<file path="src/rtl/traffic_light_monitor_if.sv">
// Traffic-light output bus: the controller drives it (master), the monitor observes it (slave).
interface traffic_light_monitor_if;
  logic [1:0] ns_light;
  logic [1:0] ew_light;

  modport master (output ns_light, output ew_light);
  modport slave  (input  ns_light, input  ew_light);
endinterface

</file>
<file path="src/rtl/traffic_light_monitor.sv">
// Passive traffic-light protocol checker: codes, phase order, conflicts, dwell times.
// Dwell-time checks are built only when TLM_TIMING_CHECK_EN is defined.
module traffic_light_monitor #(
  parameter int unsigned CNT_W        = 8,
  parameter int unsigned GREEN_MIN    = 4,
  parameter int unsigned GREEN_MAX    = 16,
  parameter int unsigned YELLOW_TICKS = 2
) (
  input  logic                          clk,
  input  logic                          reset,
  traffic_light_monitor_if.slave        lights,
  input  logic                          clear_err,
  output logic                          conflict_err,
  output logic                          seq_err,
  output logic                          timing_err,
  output logic                          illegal_err,
  output logic                          err_pulse,
  output logic [15:0]                   cycle_count
);

  localparam logic [1:0] RED     = 2'b00;
  localparam logic [1:0] YELLOW  = 2'b01;
  localparam logic [1:0] GREEN   = 2'b10;
  localparam logic [1:0] ILLEGAL = 2'b11;

  if (GREEN_MIN > GREEN_MAX || YELLOW_TICKS == 0 || CNT_W < 2 ||
      GREEN_MAX >= (64'd1 << CNT_W) - 64'd1) begin : g_param_check
    $error("traffic_light_monitor: inconsistent dwell parameters");
  end

  function automatic logic legal_step(input logic [1:0] from, input logic [1:0] to);
    return (from == GREEN  && to == YELLOW) ||
           (from == YELLOW && to == RED)    ||
           (from == RED    && to == GREEN);
  endfunction

  logic       armed;
  logic [1:0] ns_prev, ew_prev;
  logic       ns_chg, ew_chg;
  logic       conflict_hit, seq_hit, illegal_hit, timing_hit, any_hit, cycle_inc;

  always_comb begin
    ns_chg       = armed && (lights.ns_light != ns_prev);
    ew_chg       = armed && (lights.ew_light != ew_prev);
    conflict_hit = (lights.ns_light != RED) && (lights.ew_light != RED);
    illegal_hit  = (lights.ns_light == ILLEGAL) || (lights.ew_light == ILLEGAL);
    seq_hit      = (ns_chg && !legal_step(ns_prev, lights.ns_light)) ||
                   (ew_chg && !legal_step(ew_prev, lights.ew_light));
    cycle_inc    = armed && (ns_prev == RED) && (lights.ns_light == GREEN);
    any_hit      = conflict_hit | seq_hit | illegal_hit | timing_hit;
  end

  always_ff @(posedge clk) begin
    if (reset) begin
      armed        <= 1'b0;
      ns_prev      <= RED;
      ew_prev      <= RED;
      conflict_err <= 1'b0;
      seq_err      <= 1'b0;
      illegal_err  <= 1'b0;
      err_pulse    <= 1'b0;
      cycle_count  <= '0;
    end else begin
      armed        <= 1'b1;
      ns_prev      <= lights.ns_light;
      ew_prev      <= lights.ew_light;
      // A new hit outranks a simultaneous clear.
      conflict_err <= (conflict_err & ~clear_err) | conflict_hit;
      seq_err      <= (seq_err      & ~clear_err) | seq_hit;
      illegal_err  <= (illegal_err  & ~clear_err) | illegal_hit;
      err_pulse    <= any_hit;
      if (cycle_inc) cycle_count <= cycle_count + 16'd1;
    end
  end

`ifdef TLM_TIMING_CHECK_EN
  localparam logic [CNT_W-1:0] G_MIN_C = CNT_W'(GREEN_MIN);
  localparam logic [CNT_W-1:0] G_MAX_C = CNT_W'(GREEN_MAX);
  localparam logic [CNT_W-1:0] Y_C     = CNT_W'(YELLOW_TICKS);

  logic [CNT_W-1:0] ns_dwell, ew_dwell;

  // cnt is the dwell of prev, i.e. the phase being left on a change.
  function automatic logic dwell_viol(input logic armd, input logic chg,
                                      input logic [1:0] prev, input logic [1:0] cur,
                                      input logic [CNT_W-1:0] cnt);
    if (!armd) return 1'b0;
    if (chg)
      return (prev == GREEN  && (cnt < G_MIN_C || cnt > G_MAX_C)) ||
             (prev == YELLOW && cnt != Y_C);
    // Stall: fires only on the sample that takes dwell to GREEN_MAX+1.
    return (cur == GREEN) && (cnt == G_MAX_C);
  endfunction

  function automatic logic [CNT_W-1:0] next_dwell(input logic armd, input logic chg,
                                                  input logic [CNT_W-1:0] cnt);
    if (!armd || chg) return CNT_W'(1);
    return (cnt == '1) ? cnt : cnt + CNT_W'(1);
  endfunction

  always_comb
    timing_hit = dwell_viol(armed, ns_chg, ns_prev, lights.ns_light, ns_dwell) |
                 dwell_viol(armed, ew_chg, ew_prev, lights.ew_light, ew_dwell);

  always_ff @(posedge clk) begin
    if (reset) begin
      ns_dwell   <= '0;
      ew_dwell   <= '0;
      timing_err <= 1'b0;
    end else begin
      ns_dwell   <= next_dwell(armed, ns_chg, ns_dwell);
      ew_dwell   <= next_dwell(armed, ew_chg, ew_dwell);
      timing_err <= (timing_err & ~clear_err) | timing_hit;
    end
  end
`else
  always_comb timing_hit = 1'b0;
  assign timing_err = 1'b0;
`endif

endmodule

</file>
<file path="src/flat_wrapper.sv">
// flat-port wrapper written by rule: the top's interface ports become plain ports
module traffic_light_monitor_flat 
#(
  parameter int unsigned CNT_W        = 8,
  parameter int unsigned GREEN_MIN    = 4,
  parameter int unsigned GREEN_MAX    = 16,
  parameter int unsigned YELLOW_TICKS = 2
)
  (clk, reset, clear_err, conflict_err, seq_err, timing_err, illegal_err, err_pulse, cycle_count, lights_ns_light, lights_ew_light);
  traffic_light_monitor_if lights_i ();
  input  logic clk;
  input  logic reset;
  input  logic clear_err;
  output logic conflict_err;
  output logic seq_err;
  output logic timing_err;
  output logic illegal_err;
  output logic err_pulse;
  output logic [15:0] cycle_count;
  input wire logic [$bits(lights_i.ns_light)-1:0] lights_ns_light;
  input wire logic [$bits(lights_i.ew_light)-1:0] lights_ew_light;
  assign lights_i.ns_light = lights_ns_light;
  assign lights_i.ew_light = lights_ew_light;
  traffic_light_monitor #(.CNT_W(CNT_W), .GREEN_MIN(GREEN_MIN), .GREEN_MAX(GREEN_MAX), .YELLOW_TICKS(YELLOW_TICKS)) u_core (.clk(clk), .reset(reset), .lights(lights_i), .clear_err(clear_err), .conflict_err(conflict_err), .seq_err(seq_err), .timing_err(timing_err), .illegal_err(illegal_err), .err_pulse(err_pulse), .cycle_count(cycle_count));
endmodule
</file>
<file path="config.mk">
export PLATFORM = sky130hd
export DESIGN_NAME = traffic_light_monitor_flat
export DESIGN_NICKNAME = d
export VERILOG_FILES = /design/src/rtl/traffic_light_monitor_if.sv /design/src/rtl/traffic_light_monitor.sv /design/src/flat_wrapper.sv
export SDC_FILE = /design/constraint.sdc
export NUM_CORES = 1
export LEC_CHECK = 0
export CAP_MARGIN = 20
export CORE_MARGIN = 3
export CORE_UTILIZATION = 48
export CTS_CLUSTER_SIZE = 28
export DETAILED_ROUTE_END_ITERATION = 12
export GPL_ROUTABILITY_DRIVEN = 1
export HOLD_SLACK_MARGIN = 0.03
export PLACE_DENSITY = 0.76
export SLEW_MARGIN = 0
export SYNTH_ARGS = -nofsm -noshare
export SYNTH_HDL_FRONTEND = slang
export SYNTH_SLANG_ARGS = --single-unit
</file>
<file path="constraint.sdc">
create_clock -name clk -period 2 [get_ports clk]
set_input_delay 0.4 -clock clk [delete_from_list [all_inputs] [get_ports clk]]
set_output_delay 0.4 -clock clk [all_outputs]
set_load 0.1 [all_outputs]
</file>
==> flow_summary.toml, run 1 <==
[grt]
overflow = 0
grt_max_degree = 15
grt_util_all_layers_pct = 17.50
grt_pass1_vias = 1030
antenna_found_initial = 0
grt_pass1_wl_microns = 4374

[cts]
cts.sinks = 25
cts_tree = "done"
cts_root_buffer = "clkbuf_4"
cts.clk_slew.worst_paths_ps = 140
cts_resized = 0
cts_buffer_depth = 2
cts_made_buffers = 3
cts_setup_buffers = 0
clock_latency_ps = 320
postCtsHoldBufs = 0
htree_num_levels = 1

[synthesis]
synth_area_sq_um = 1200
synth-warning-count = 0
seq_area_frac_synth_pct = 41.71
synthCells = 128
syn_avg_cell_area_sq_um = 9.374
synth_cell_types = 42
ys_seq_elements = 25
synthesis.nets = 136

[floorplan]
ios = 28
rows = 17
start_util_pct = 52.23
coreArea_sq_um = 2297
die_h_microns = 56.00
die_x_microns = 56.00
die_area_sq_um = 3135

[worst_setup_path]
cp.buffers_inverters = 2
cp_data_required_time_ps = 2220
r2r_end = "u_core.cycle_count[13]"
crit_type = "in2reg"
path_max_fanout = 4
r2r-start = "u_core.armed"
critPathLaunch = "lights_ns_light[1]"
worstPathArrival_ps = 2060
path_depth = 6
cp-start-kind = "primary input"
critPathCaptureType = "register"
crit_path_top_delay_cell = "clkdlybuf4s50_1"
critPathTopFamily = "buffers and inverters"
crit_end = "u_core.cycle_count[13]"
rrSetupSlack_ps = 420
max_stage_delay_ps = 540
crit_path_cell_trace = "clkdlybuf4s50_1 > buf_4 > nand4bb_1 > nor3_2 > nand4_1 > mux2_1"
r2r_cells = 4

[power]
p_clk_share_pct = 25.0
powerDensity_nw_per_um2 = 597.7
p_sw_mw = 0.2758
leakagePower_nw = 0.6099
combPwrFrac_pct = 18.0
p_seq_share_pct = 57.0
p_sw_share_pct = 30.03
ir_drop_mv = 0.4514
internal_power_mw = 0.6426

[sta]
finalHoldViolations = 0
clock_skew_ps = 7.492
drv_slew = 0
grt_setup_unrepaired = "no"
max_freq_mhz = 544.2
period_minus_slack_ps = 1838
setup_violations = 0
timing.final.crit_share_pct = 91.88

[placed_design]
port_buffers = 26
gp_congestion = 0.7719
dp.cells = 187
post-dp-hpwl_microns = 2002

[drt]
drt_wl_total_microns = 2586
dr.pass1.iters = 6
remaining_drc_errors = 0
wl_per_cell_microns = 13.54
final_antenna_net_count = 0
vias = 1059
avgViaCountPerCell = 5.545
drtIter0Drc = 16

[final_layout]
fin_util_pct = 66.88
seqCellArea_sq_um = 515.5
final_common_cell = "buf_4"
drive_gt1_share_pct = 33.74
antenna_cells = 0
fin_cells = 191
mostFrequentLayoutCells = "30 x buf_4, 16 x nor2_1, 13 x dfxtp_1"
finish.net_count = 172
area_delta_synth_final_pct = 28.05
multi_input_area_sq_um = 669.4
fillers = 203

[hold_path]
min_path_type = "reg2reg"
hold_start = "u_core.cycle_count[1]"

[run_status]
status = "finished clean"

[run]
drv_cap = 0
[metrics by stage]
stage	power, mW	hold WS (ps)	setup TNS, ps	worst slack (ps)	instance area (sq um)
finish	0.9184	493.5	0	162.4	1536
global placement	0.6949	460.5	-366.8	-107.7	1509
CTS	0.9251	497.6	0	211.0	1536
detailed placement	0.6994	478.4	-687.0	-169.8	1509
global route	0.9591	526.1	0	68.54	1536
floorplan	0.6505	528.2	0	123.0	1215
[registers in the layout, summed over array words and instances (netlist names)]
register,flops
u_core.armed,1
u_core.seq_err,1
u_core.ns_prev,2
u_core.illegal_err,1
u_core.ew_prev,2
u_core.conflict_err,1
u_core.err_pulse,1
u_core.cycle_count,16
[power groups by stage]
stage / combinational, mW / sequential, mW / clock, mW
after global routing: 0.175 / 0.526 / 0.259
after floorplan: 0.0590 / 0.592 / 0
after global placement: 0.162 / 0.533 / 0
after CTS: 0.166 / 0.523 / 0.236
final: 0.165 / 0.523 / 0.230
after detailed placement: 0.165 / 0.534 / 0
[cells by family (layout without fill, tap and decap cells)]
| group | count (synthesis) | in the layout | share of synthesized area [%] |
|---|---|---|---|
| flops | 25 | 25 | 41.71 |
| other cells | 1 | 1 | 0.3125 |
| simple gates | 64 | 64 | 33.89 |
| compound gates | 15 | 15 | 8.239 |
| fa+ha+maj | 1 | 1 | 1.043 |
| buf+inv | 6 | 41 | 2.502 |
| mux | 3 | 3 | 2.815 |
| xor+xnor | 13 | 13 | 9.489 |
[Yosys cell counts, drive strengths merged]
cell type / count / share of area (%)
nand4b: 3 / 2.2
dfxtp: 25 / 42
o221ai: 1 / 0.73
conb: 1 / 0.31
xor2: 3 / 2.2
nor2b: 7 / 3.6
mux2: 3 / 2.8
nand4bb: 2 / 1.9
and4: 2 / 1.5
nor2: 16 / 5.0
o22ai: 1 / 0.52
inv: 1 / 0.31
o211ai: 1 / 0.63
o21ai: 1 / 0.42
nand2: 7 / 2.4
o31ai: 1 / 0.63
clkbuf: 3 / 0.94
and2b: 1 / 0.63
nand2b: 2 / 1.0
or2: 1 / 0.52
xnor2: 10 / 7.3
nor3: 2 / 1.3
and3: 2 / 1.0
nor3b: 2 / 2.2
or4: 1 / 0.63
nand3: 5 / 2.1
and2: 1 / 0.52
or3b: 1 / 0.94
a21oi: 6 / 2.5
buf: 2 / 1.3
nor4: 4 / 3.3
nand4: 5 / 3.1
ha: 1 / 1.0
a31o: 3 / 2.2
a22oi: 1 / 0.63
[metal layers]
| metal | part of all wire [%] | track usage [%] |
|---|---|---|
| met4 | 2.4 | 8.136 |
| met3 | 4.3 | 3.248 |
| met2 | 49 | 31.05 |
| met1 | 44 | 20.03 |
| met5 | 0 | 0 |
[final cells by class]
| type | count | area share, % |
|---|---|---|
| Timing Repair Buffer | 36 | 18.57 |
| Inverter | 1 | 0.2443 |
| Multi-Input combinational cell | 97 | 43.57 |
| Sequential cell | 25 | 33.55 |
| Clock buffer | 3 | 1.466 |
| Tap cell | 28 | 2.280 |
| Clock inverter | 1 | 0.3257 |
[worst reg2reg max path: stages, from the launching register on]
cell	delay, ps
dfxtp_1	470
nand4b_1	250
nor3_2	290
nand4_1	140
mux2_1	350
[how the worst min path moves through the flow]
stage	end	slack (ps)	cells past startpoint
after floorplan	u_core.ew_prev[0]	530	1
final	u_core.cycle_count[1]	490	2
after global routing	u_core.cycle_count[1]	530	2
after CTS	u_core.cycle_count[1]	500	2
after detailed placement	u_core.cycle_count[1]	480	2
after global placement	u_core.illegal_err	460	2
(Power assumes the default switching activity.)
==> run 2: changes to the inputs <==
--- a/config.mk
+++ b/config.mk
@@ -7,12 +7,12 @@
 export LEC_CHECK = 0
 export CAP_MARGIN = 20
 export CORE_MARGIN = 3
-export CORE_UTILIZATION = 48
+export CORE_UTILIZATION = 40
 export CTS_CLUSTER_SIZE = 28
 export DETAILED_ROUTE_END_ITERATION = 12
 export GPL_ROUTABILITY_DRIVEN = 1
 export HOLD_SLACK_MARGIN = 0.03
-export PLACE_DENSITY = 0.76
+export PLACE_DENSITY = 0.65
 export SLEW_MARGIN = 0
 export SYNTH_ARGS = -nofsm -noshare
 export SYNTH_HDL_FRONTEND = slang
==> run 2 against run 1 <==
Register-to-register slack barely moved. Clock skew shrank 6.7 ps. First-iteration DRC count is 44% higher. Global-route usage down 1.7 points. Via count decreased by 2.8%. Non-clock buffer count decreased by 1. Worst setup slack improved by 36 ps. Highest routed layer unchanged.
==> flow_summary.toml, run 2 (synthesized netlist as in run 1, its figures left out) <==
[run_status]
status = "finished clean"

[drt]
vias = 1029
wl_per_cell_microns = 13.32
final_antenna_net_count = 0
drtIter0Drc = 23
drt_wl_total_microns = 2570
dr.pass1.iters = 4
remaining_drc_errors = 0
avgViaCountPerCell = 5.332

[final_layout]
top_register = "u_core.cycle_count"
largest_register_ffs = 16
finish.net_count = 171
mostFrequentLayoutCells = "29 x buf_4, 16 x nor2_1, 13 x dfxtp_1"
area_delta_synth_final_pct = 27.63
antenna_cells = 0
reg_top3 = "u_core.cycle_count x16, u_core.ew_prev x2, u_core.ns_prev x2"
final_common_cell = "buf_4"
drive_gt1_share_pct = 32.72
fin_util_pct = 54.59

[grt]
grt_pass1_wl_microns = 4429
grt_max_degree = 14
grt_pass1_vias = 980
overflow = 0
grt_util_all_layers_pct = 15.76
antenna_found_initial = 0

[worst_setup_path]
rrSetupSlack_ps = 410
critPathCaptureType = "register"
r2r_cells = 4
crit_type = "in2reg"
cp-start-kind = "primary input"
cp_data_required_time_ps = 2230
path_max_fanout = 5
r2r_end = "u_core.cycle_count[12]"
worstPathArrival_ps = 2040
r2r-start = "u_core.ns_prev[0]"

[power]
leakagePower_nw = 0.6030
combPwrFrac_pct = 17.8
p_clk_share_pct = 25.2
p_sw_mw = 0.2725
p_sw_share_pct = 29.67
ir_drop_mv = 0.3327
p_seq_share_pct = 57.0
powerDensity_nw_per_um2 = 599.6
internal_power_mw = 0.6458

[cts]
postCtsHoldBufs = 0
cts.clk_slew.worst_paths_ps = 130
htree_num_levels = 1
cts_root_buffer = "clkbuf_4"
cts_buffer_depth = 2
cts.sinks = 25
cts_setup_buffers = 0
clock_latency_ps = 320
cts_made_buffers = 3
cts_tree = "done"
cts_resized = 0

[floorplan]
die_area_sq_um = 3693
die_h_microns = 60.77
ios = 28
start_util_pct = 42.77
coreArea_sq_um = 2805
die_x_microns = 60.77
rows = 19

[hold_path]
min_path_type = "reg2reg"
min_path_cells = 2
hold_start = "u_core.illegal_err"
holdPathEnd = "u_core.illegal_err"

[sta]
setup_violations = 0
finalHoldViolations = 0
clock_skew_ps = 0.7814
drv_slew = 0
max_freq_mhz = 555.0
worst_hold_slack_ps = 489.8
finalSetupTns_ps = 0
period_minus_slack_ps = 1802
timing.final.crit_share_pct = 90.09
grt_setup_unrepaired = "no"
setup_ws_ps = 198.2

[placed_design]
port_buffers = 26
gp_congestion = 0.7711
post-place-ws_ps = -151.9
post-dp-hpwl_microns = 1954

[run]
drv_cap = 0
-- run 2: layout make-up --
| class | instances | area [sq um] |
|---|---|---|
| fill | 273 | 1274 |
| multi-input combinational | 97 | 669.4 |
| sequential | 25 | 515.5 |
| timing repair buffer | 35 | 277.8 |
| tap | 31 | 38.79 |
| clock buffer | 4 | 26.28 |
| inverter | 1 | 3.754 |
-- run 2: how the worst max path moves through the flow --
stage                           start                endpoint  cells past startpoint
5_1_grt            lights_ns_light[0]  u_core.cycle_count[13]                      5
3_3_place_gp       lights_ns_light[1]  u_core.cycle_count[12]                      5
4_1_cts            lights_ns_light[1]  u_core.cycle_count[12]                      5
2_1_floorplan  u_core.cycle_count[12]  u_core.cycle_count[14]                      3
3_5_place_dp       lights_ns_light[1]  u_core.cycle_count[12]                      5
6_report           lights_ns_light[1]  u_core.cycle_count[12]                      5
-- run 2: power groups by stage --
stage	combinational, mW	sequential [mW]	clock (mW)
3_3_place_gp	0.163	0.533	0
4_1_cts	0.165	0.523	0.241
5_1_grt	0.175	0.525	0.262
6_report	0.164	0.523	0.231
2_1_floorplan	0.0590	0.592	0
3_5_place_dp	0.165	0.534	0
-- run 2: through the flow --
stage / power (mW) / instances / area (sq um)
finish: 0.9182 / 193 / 1531
global route: 0.9617 / 193 / 1531
CTS: 0.9294 / 193 / 1531
detailed placement: 0.6984 / 189 / 1505
global placement: 0.6969 / 189 / 1505
floorplan: 0.6505 / 128 / 1215
-- run 2: per-layer routing --
layer / GRT usage (%) / routed length (microns) / vias up
met5: 0 / 0 / -
met4: 6.502 / 38 / 0
met3: 3.191 / 97 / 4
met2: 26.72 / 1208 / 21
met1: 19.38 / 1225 / 486
li1: - / - / 518
-- run 2: worst max-delay path, stage by stage --
cell	delay [ps]
clkdlybuf4s50_1	570
or3b_4	430
nor4_4	340
a21oi_1	110
a31o_1	190
